===== src/rtl/bridge_gate_sequencer.sv =====
// H-bridge gate sequencer: idle/precharge/run start-up, shoot-through block,
// and sticky over-current/over-voltage fault latch on the tank ADC samples.

module bgs_ovr_chan #(
  parameter logic [13:0] LIMIT     = 14'd6000,
  parameter int          OVR_COUNT = 4
) (
  input  logic        clk,
  input  logic        rst,
  input  logic        run,
  input  logic [13:0] smp,
  output logic        trip
);
  logic [14:0] mag;
  logic        over;
  logic [7:0]  cnt;

  // 15-bit magnitude so -8192 maps to 8192 instead of wrapping
  assign mag  = smp[13] ? (15'd0 - {smp[13], smp}) : {1'b0, smp};
  assign over = mag > {1'b0, LIMIT};
  assign trip = run & over & (cnt >= 8'(OVR_COUNT - 1));

  always_ff @(posedge clk or posedge rst) begin
    if (rst)                cnt <= '0;
    else if (!run || !over) cnt <= '0;
    else if (cnt != 8'hff)  cnt <= cnt + 1'b1;
  end
endmodule

module bridge_gate_sequencer #(
  parameter int          PRECHARGE_CYCLES  = 1000,
  parameter logic [13:0] I_LIMIT           = 14'd6000,
  parameter logic [13:0] V_LIMIT           = 14'd7000,
  parameter int          OVR_COUNT         = 4,
  parameter int          FAULT_HOLD_CYCLES = 100000
) (
  input  logic               i_clock,
  input  logic               i_RESET,
  input  logic               i_enable,
  input  logic [3:0]         i_MOSFET,
  input  logic signed [13:0] i_vC,
  input  logic signed [13:0] i_iC,
  input  logic               i_fault_clear,
  output logic [3:0]         o_Q,
  output logic               o_on,
  output logic [1:0]         o_state,
  output logic [2:0]         o_fault_code
);
  localparam int PW = $clog2(PRECHARGE_CYCLES + 1);
  localparam int HW = $clog2(FAULT_HOLD_CYCLES + 1);

  typedef enum logic [1:0] {S_IDLE = 2'b00, S_PRE = 2'b01, S_RUN = 2'b10, S_FAULT = 2'b11} state_t;

  state_t          state, state_nx;
  logic [PW-1:0]   pre_cnt, pre_nx;
  logic [HW-1:0]   hold_cnt, hold_nx;
  logic [2:0]      code_nx;
  logic [3:0]      q_nx;
  logic [1:0]      rst_pipe;
  logic            rst;
  logic            shoot;
  logic [1:0]      trip;
  logic [1:0][13:0] smp;

  // async assert, release aligned to the clock
  always_ff @(posedge i_clock or posedge i_RESET) begin
    if (i_RESET) rst_pipe <= 2'b11;
    else         rst_pipe <= {rst_pipe[0], 1'b0};
  end
  assign rst = rst_pipe[1];

  assign smp   = {i_vC, i_iC};
  assign shoot = (i_MOSFET[0] & i_MOSFET[2]) | (i_MOSFET[1] & i_MOSFET[3]);

  // channel 0 = current (code bit1), channel 1 = voltage (code bit2)
  for (genvar g = 0; g < 2; g++) begin : g_chan
    bgs_ovr_chan #(
      .LIMIT    (g == 0 ? I_LIMIT : V_LIMIT),
      .OVR_COUNT(OVR_COUNT)
    ) u_chan (
      .clk (i_clock),
      .rst (rst),
      .run (state == S_RUN),
      .smp (smp[g]),
      .trip(trip[g])
    );
  end

  always_comb begin
    state_nx = state;
    pre_nx   = pre_cnt;
    hold_nx  = hold_cnt;
    code_nx  = o_fault_code;
    case (state)
      S_IDLE: begin
        pre_nx  = '0;
        hold_nx = '0;
        if (i_enable) state_nx = S_PRE;
      end
      S_PRE: begin
        if (!i_enable) begin
          state_nx = S_IDLE;
          pre_nx   = '0;
        end else if (pre_cnt == PW'(PRECHARGE_CYCLES - 1)) begin
          state_nx = S_RUN;
        end else begin
          pre_nx = pre_cnt + 1'b1;
        end
      end
      S_RUN: begin
        if (shoot || (|trip)) begin
          state_nx = S_FAULT;
          code_nx  = o_fault_code | {trip[1], trip[0], shoot};
          hold_nx  = '0;
        end else if (!i_enable) begin
          state_nx = S_IDLE;
        end
      end
      default: begin
        if (hold_cnt == HW'(FAULT_HOLD_CYCLES) && i_fault_clear && !i_enable) begin
          state_nx = S_IDLE;
          code_nx  = '0;
          hold_nx  = '0;
        end else if (hold_cnt != HW'(FAULT_HOLD_CYCLES)) begin
          hold_nx = hold_cnt + 1'b1;
        end
      end
    endcase

    // shoot is also masked on the PRECHARGE->RUN edge, so o_Q is never illegal
    case (state_nx)
      S_PRE:   q_nx = 4'b1100;
      S_RUN:   q_nx = shoot ? 4'b0000 : i_MOSFET;
      default: q_nx = 4'b0000;
    endcase
  end

  always_ff @(posedge i_clock or posedge rst) begin
    if (rst) begin
      state        <= S_IDLE;
      pre_cnt      <= '0;
      hold_cnt     <= '0;
      o_fault_code <= '0;
      o_Q          <= '0;
      o_on         <= 1'b0;
    end else begin
      state        <= state_nx;
      pre_cnt      <= pre_nx;
      hold_cnt     <= hold_nx;
      o_fault_code <= code_nx;
      o_Q          <= q_nx;
      o_on         <= (state_nx == S_RUN);
    end
  end

  assign o_state = state;
endmodule


===== config.mk =====
export PLATFORM = sky130hd
export DESIGN_NAME = bridge_gate_sequencer
export DESIGN_NICKNAME = d
export VERILOG_FILES = /design/src/rtl/bridge_gate_sequencer.sv
export SDC_FILE = /design/constraint.sdc
export NUM_CORES = 1
export LEC_CHECK = 0
export CORE_ASPECT_RATIO = 1.1
export CORE_UTILIZATION = 35
export DETAILED_ROUTE_END_ITERATION = 10
export PLACE_DENSITY = 0.63
export SYNTH_ARGS = -nofsm -noshare
export SYNTH_HDL_FRONTEND = slang
export SYNTH_SLANG_ARGS = --single-unit

===== constraint.sdc =====
create_clock -name i_clock -period 2.3 [get_ports i_clock]
set_input_delay 0.23 -clock i_clock [delete_from_list [all_inputs] [get_ports i_clock]]
set_output_delay 0.23 -clock i_clock [all_outputs]
set_load 0.01 [all_outputs]

Word-level counts from Yosys, hierarchy flattened
Index checks and enable logic that the tools add are counted.

Flip-flop bits (word level): 55. Latch bits: 0. Memory bits (writable): 0. Bits in read-only memories: 0. Input port bits: 36. Output and inout bits: 10. Logic and storage cells: 85. Memories kept: 0.

Add/sub/neg operators: 6. Multipliers: 0. Divide/modulo/power cells: 0. Order comparisons: 4. Equal/unequal tests: 11. Shift operators: 0. Multiplexer cells: 25. Bitwise operators: 10. Reductions and logical operators: 20.

Operators by type and width (count): 17-bit 2-to-1 mux (3); 17-bit one-hot mux with 3 select lines (1); 8-bit 2-to-1 mux (4); 15-bit by 13-bit > comparator with 1-bit output (second input constant) (2); 15-bit 2-to-1 mux (2); 1-bit by 14-bit subtractor with 15-bit output (first input constant) (2); 10-bit 2-to-1 mux (2); 10-bit one-hot mux with 2 select lines (1); 17-bit by 1-bit adder with 17-bit output (second input constant) (1); 17-bit == test (second input constant) (1); 17-bit != test (second input constant) (1); 8-bit by 1-bit adder with 8-bit output (second input constant) (2); 8-bit by 2-bit >= comparator with 1-bit output (second input constant) (2); 8-bit != test (second input constant) (2); 2-bit 2-to-1 mux (6); 10-bit by 1-bit adder with 10-bit output (second input constant) (1); 10-bit == test (second input constant) (1); 4-bit one-hot mux with 2 select lines (1); 2-bit nonzero test (4); 1-bit AND (6); 3-bit 2-to-1 mux (2); 2-bit one-hot mux with 3 select lines (1); 3-bit one-hot mux with 2 select lines (1); 3-bit AND reduction (2); other kinds (15) (25).

Longest topological paths before layout
Gate-level depths: netlist (run 1).

Depth after elaboration: 11. Gate-level depth with buffers: 14. Depth with buffers taken out: 13.

By module
From an unflattened synthesis (run 1), not the netlist that was laid out.

Cells, all modules: 421. Area, all modules: 3812.4 µm².

Modules (own cells, without submodules): bridge_gate_sequencer (instances 1, cells an instance 221, area an instance 2139.6 µm²); bgs_ovr_chan at g_chan[0].u_chan (instances 1, cells an instance 107, area an instance 910.9 µm²); bgs_ovr_chan at g_chan[1].u_chan (instances 1, cells an instance 93, area an instance 762.0 µm²).

Least setup slack after synthesis (run 1)
Ideal clock, no wire load.

Path kind: input-to-reg. Start point: input i_vC[9]. End point: register o_Q[1]. Library setup time: 0.068 ns. Arrival: 2.938 ns. Data required time: 2.232 ns. Setup slack: -0.706 ns. Cell stages on the path: 11. Cell sequence: or4_1 -> buf_2 -> o31a_1 -> a311oi_1 -> nor3_1 -> a31oi_2 -> a31oi_4 -> and2_1 -> o221a_2 -> ha_1 -> and4b_1.

Word-level cells in the longest chain between the ends: 11.

RTL lines: start: declaration (RTL line 41) `input logic signed [13:0] i_vC,`; 1-bit by 14-bit subtractor with 15-bit output (RTL line 19) `assign mag = smp[13] ? (15'd0 - {smp[13], smp}) : {1'b0, smp};`; 15-bit 2-to-1 mux (*) (RTL line 19); 15-bit by 13-bit > comparator with 1-bit output (*) (RTL line 20) `assign over = mag > {1'b0, LIMIT};`; 1-bit AND (*) (2 in a row) (RTL line 21) `assign trip = run & over & (cnt >= 8'(OVR_COUNT - 1));`; 2-bit OR reduction (*) (RTL line 111) `if (shoot || (|trip)) begin`; 1-bit logical OR (*) (RTL line 111); 2-bit 2-to-1 mux (*) (RTL line 111); 2-bit one-hot mux with 3 select lines (*) (RTL line 94) `case (state)`; 2-bit == test / 2-bit by 1-bit == test with 1-bit output (equally long branches) (RTL line 131) `case (state_nx)`; 4-bit one-hot mux with 2 select lines (*) (RTL line 131); named net q_nx[1] (RTL line 58) `logic [3:0] q_nx;`; end signal: assignment (RTL line 151) `o_Q <= q_nx;`; end: declaration (RTL line 44) `output logic [3:0] o_Q,`.

The timed path passes the listed nets; every way through them passes the cells marked *. A chain may end at the register's enable or synchronous reset.

Worst setup path after layout (run 1)
Same ends and word-level chain as after synthesis.

==> metrics.md, run 1 <==
| Metric | Value |
|---|---|
| Reg2Reg Depth | `9` |
| Initial antenna violation count | `0` |
| Crit. End Element | `flop` |
| Hold/Removal Path Class | `in2async` |
| Maximum VDD drop | `roughly 0.44 mV` |
| Crit path kind | `in2reg` |
| Cts bufs inserted | `5` |
| Synth Area in Compound Gates | `0.2089` |
| RSZ-0062 raised after global routing | `yes` |
| Commonest non-fill, non-tap cells in the layout | `buf_4 (71), dfrtp_1 (53), nor2_1 (45)` |
| Clk sink count | `55` |
| Initial DRT Pass Iterations | `6` |
| Register bit total from synthesis | `55` |
| Post-synth ARST share | `1.000` |
| Die X | `100.3 um` |
| Failing checks | `setup timing` |
| Outcome | `complete, but fails checks` |
| Avg Cell Area, Syn | `between 8 and 9 sq um` |
| Mux share of post-synthesis cell area | `0.01715` |
| Post-detail-place hpwl | `7363 um` |
| # fillers | `968` |
| Max-Cap Viols | `0` |
| H-tree Lvls | `2` |
| Worst-path fanout max | `4` |
| Post-route antenna net violation count | `0` |
| Setup crit start kind | `primary input` |
| Min Tclk post-route | `between 2 and 3 ns` |
| Syn Inst Count | `434` |
| Hold Slack | `0.2575 ns` |
| Clock latency on the worst-skew pair | `0.29 ns` |
| Launch point of the worst reg-to-reg path | `hold_cnt[0]` |
| Vias in the first global route | `3572` |
| Fin util | `0.5362` |
| Required @ worst endpoint | `between 2 and 3 ns` |
| Simple-Gate Fraction of Synth Area | `0.2654` |
| Pwr Total | `2287 uW` |
| Port Buf Inserts | `45` |
| # DRC | `0` |
| Least-Margin Pin Slew | `roughly 0.65 ns` |
| Pins Over Slew Limit | `0` |
| Post-Synth Adder-Cell Area | `0.03027` |
| Root Buffer | `clkbuf_16` |
| Top_reg_cell synth | `dfrtp_1` |
| Final setup vio count | `22` |
| Clk buf depth | `2` |
| Synth warn | `0` |
| Routed wire length | `slightly below 10000 um` |
| Commonest non-fill, non-tap cell in the layout | `buf_4` |
| Std cell rows | `39` |
| Ratio of final minimum period to clock period | `1.166` |
| Setup ws final | `-0.3828 ns` |
| CP arrival | `2.91 ns` |
| DRT iter0 DRCs | `173` |
| Layout Nets | `600` |
| Net Count, Synth | `479` |
| Flop2flop setup slack | `-0.15 ns` |
| Largest net degree at the start of global routing | `31` |
| Diode count | `0` |
| Part of the Yosys area used for sequential elements | `0.3707` |
| F_max | `~370 MHz` |
| Reg-to-reg endpoint | `hold_cnt[15]` |
| Main combinational cell family by area after synthesis | `simple AND/OR/NAND/NOR gates` |
| Via/cell ratio | `between 5 and 6` |
| Die H | `110.1 um` |
| GRT Resource Usage Total | `0.1768` |
| CTS tree | `yes` |
| Area delta synth->final | `49.11%` |
| Initial Utilization | `0.3596` |
| Worst Skew | `0.004900 ns` |
| Synth Area in XOR/XNOR | `0.05180` |
| First-pass GRT wire length | `15880 um` |
| Via Count | `3703` |
| Leakage power | `0.002312 uW` |
| RD Place Congestion | `0.8738` |
| Number of synthesized flops with an enable pin | `0` |
| Aggregate global routing overflow | `0` |
| Mapped Area | `0.003720 sq mm` |
| Max_slew headroom | `0.5684` |
| Share of layout cells above drive strength 1 | `0.3147` |
| Total power per unit cell area | `412.3 mW/mm^2` |
| Die area | `0.01105 sq mm` |
| IO Count | `46` |
| Netlist cell types | `68` |
| WL/cell | `14.23 um` |
| CTS clk-pin slew, worst paths | `0.07 ns` |
| Core area | `0.01034 sq mm` |
| Final Hold Vio Count | `0` |
cell type report:
cell class | count | area, sq um | area share
Clock buffer | 6 | 138.9 | 0.02504
Clock inverter | 2 | 35.03 | 0.006316
Inverter | 35 | 131.4 | 0.02369
Multi-Input combinational cell | 327 | 2522 | 0.4548
Sequential cell | 55 | 1379 | 0.2486
Tap cell | 143 | 178.9 | 0.03226
Timing Repair Buffer | 131 | 1161 | 0.2093
critical path, stage by stage:
cell and delay (ns):
buf_6 0.09, or4_4 0.57, o41ai_4 0.35, xnor2_2 0.13, a311o_1 0.28, a21o_1 0.22, a31oi_4 0.20, and2_4 0.20
o221a_4 0.21, ha_4 0.20, and4b_1 0.23
per-layer routing:
| metal | vias up | routed length, um | part of all wire | track usage |
|---|---|---|---|---|
| met1 | 1789 | 4277 | 0.43 | 0.2106 |
| met5 | - | 0 | 0 | 0 |
| met3 | 10 | 324 | 0.033 | 0.02900 |
| met4 | 0 | 134 | 0.013 | 0.04555 |
| li1 | 1830 | - | - | - |
| met2 | 74 | 5208 | 0.52 | 0.3297 |
sequential cells by signal (all words and copies together) (netlist names):
register and cells:
pre_cnt 10, g_chan.u_chan.cnt 16, o_on 1, hold_cnt 17, o_Q 4, rst_pipe 2, o_fault_code 3, o_state 2
cell usage after synthesis, types with 10 or more instances:
master | number | share of area
nor2_1 | 45 | 0.045
inv_1 | 35 | 0.035
dfrtp_1 | 53 | 0.36
clkbuf_1 | 14 | 0.014
nor3_1 | 26 | 0.035
o21ai_0 | 19 | 0.026
a31oi_1 | 18 | 0.030
nand2_1 | 26 | 0.026
nand3_1 | 18 | 0.024
xnor2_1 | 13 | 0.031
nand4_1 | 10 | 0.017
a21oi_1 | 12 | 0.016
timing repair:
item	in CTS	in global routing
setup endpoints to repair	43	38
hold buffers	0	0
pin swaps	23	19
setup buffers	4	4
resized for setup	79	44
endpoints found under the hold margin	0	0
through the flow:
step	setup WS (ns)	instance area [sq um]	std cells	setup TNS [ns]
2_1_floorplan	-0.5689	3800	434	-4.444
3_3_place_gp	-1.014	4985	683	-26.36
3_5_place_dp	-1.104	4985	683	-29.05
4_1_cts	-0.4513	5288	695	-5.503
5_1_grt	-0.4671	5547	699	-6.210
6_report	-0.3828	5547	699	-3.939
kinds of logic after synthesis:
logic type / after synthesis
adders and majority gates: 9
xor gates and xnor gates: 22
AOI/OAI and AO/OA: 104
other: 1
buffers and inverters: 52
DFF: 55
and+or+nand+nor: 186
muxes: 5
report_power, final:
part | internal, uW | total [uW] | switching, uW | leakage [uW]
sequential | 980 | 990 | 10.9 | 0.000749
clock | 542 | 878 | 336 | 0.0000868
combinational | 211 | 418 | 207 | 0.00148
how the worst max path moves through the flow:
stage / startpoint / endpoint / slack [ns]
6_report: i_vC[9] / o_Q[1] / -0.38
5_1_grt: i_iC[1] / o_Q[1] / -0.47
4_1_cts: i_vC[7] / o_Q[1] / -0.45
3_5_place_dp: i_vC[0] / o_Q[1] / -1.10
3_3_place_gp: i_vC[0] / o_Q[1] / -1.01
2_1_floorplan: i_vC[9] / o_Q[1] / -0.57
(Power assumes the default switching activity.)
==> run 2, diff against run 1 <==
--- a/config.mk
+++ b/config.mk
@@ -5,6 +5,7 @@
 export SDC_FILE = /design/constraint.sdc
 export NUM_CORES = 1
 export LEC_CHECK = 0
+export ABC_CLOCK_PERIOD_IN_PS = 2300
 export CORE_ASPECT_RATIO = 1.1
 export CORE_UTILIZATION = 35
 export DETAILED_ROUTE_END_ITERATION = 10
==> results of run 2 <==
No change in the layout: final DEF, timing and power equal those of run 1.
==> run 3, diff against run 2 <==
--- a/config.mk
+++ b/config.mk
@@ -10,6 +10,7 @@
 export CORE_UTILIZATION = 35
 export DETAILED_ROUTE_END_ITERATION = 10
 export PLACE_DENSITY = 0.63
+export SLEW_MARGIN = 20
 export SYNTH_ARGS = -nofsm -noshare
 export SYNTH_HDL_FRONTEND = slang
 export SYNTH_SLANG_ARGS = --single-unit
==> results of run 3 <==
No change in the layout: final DEF, timing and power equal those of run 1.
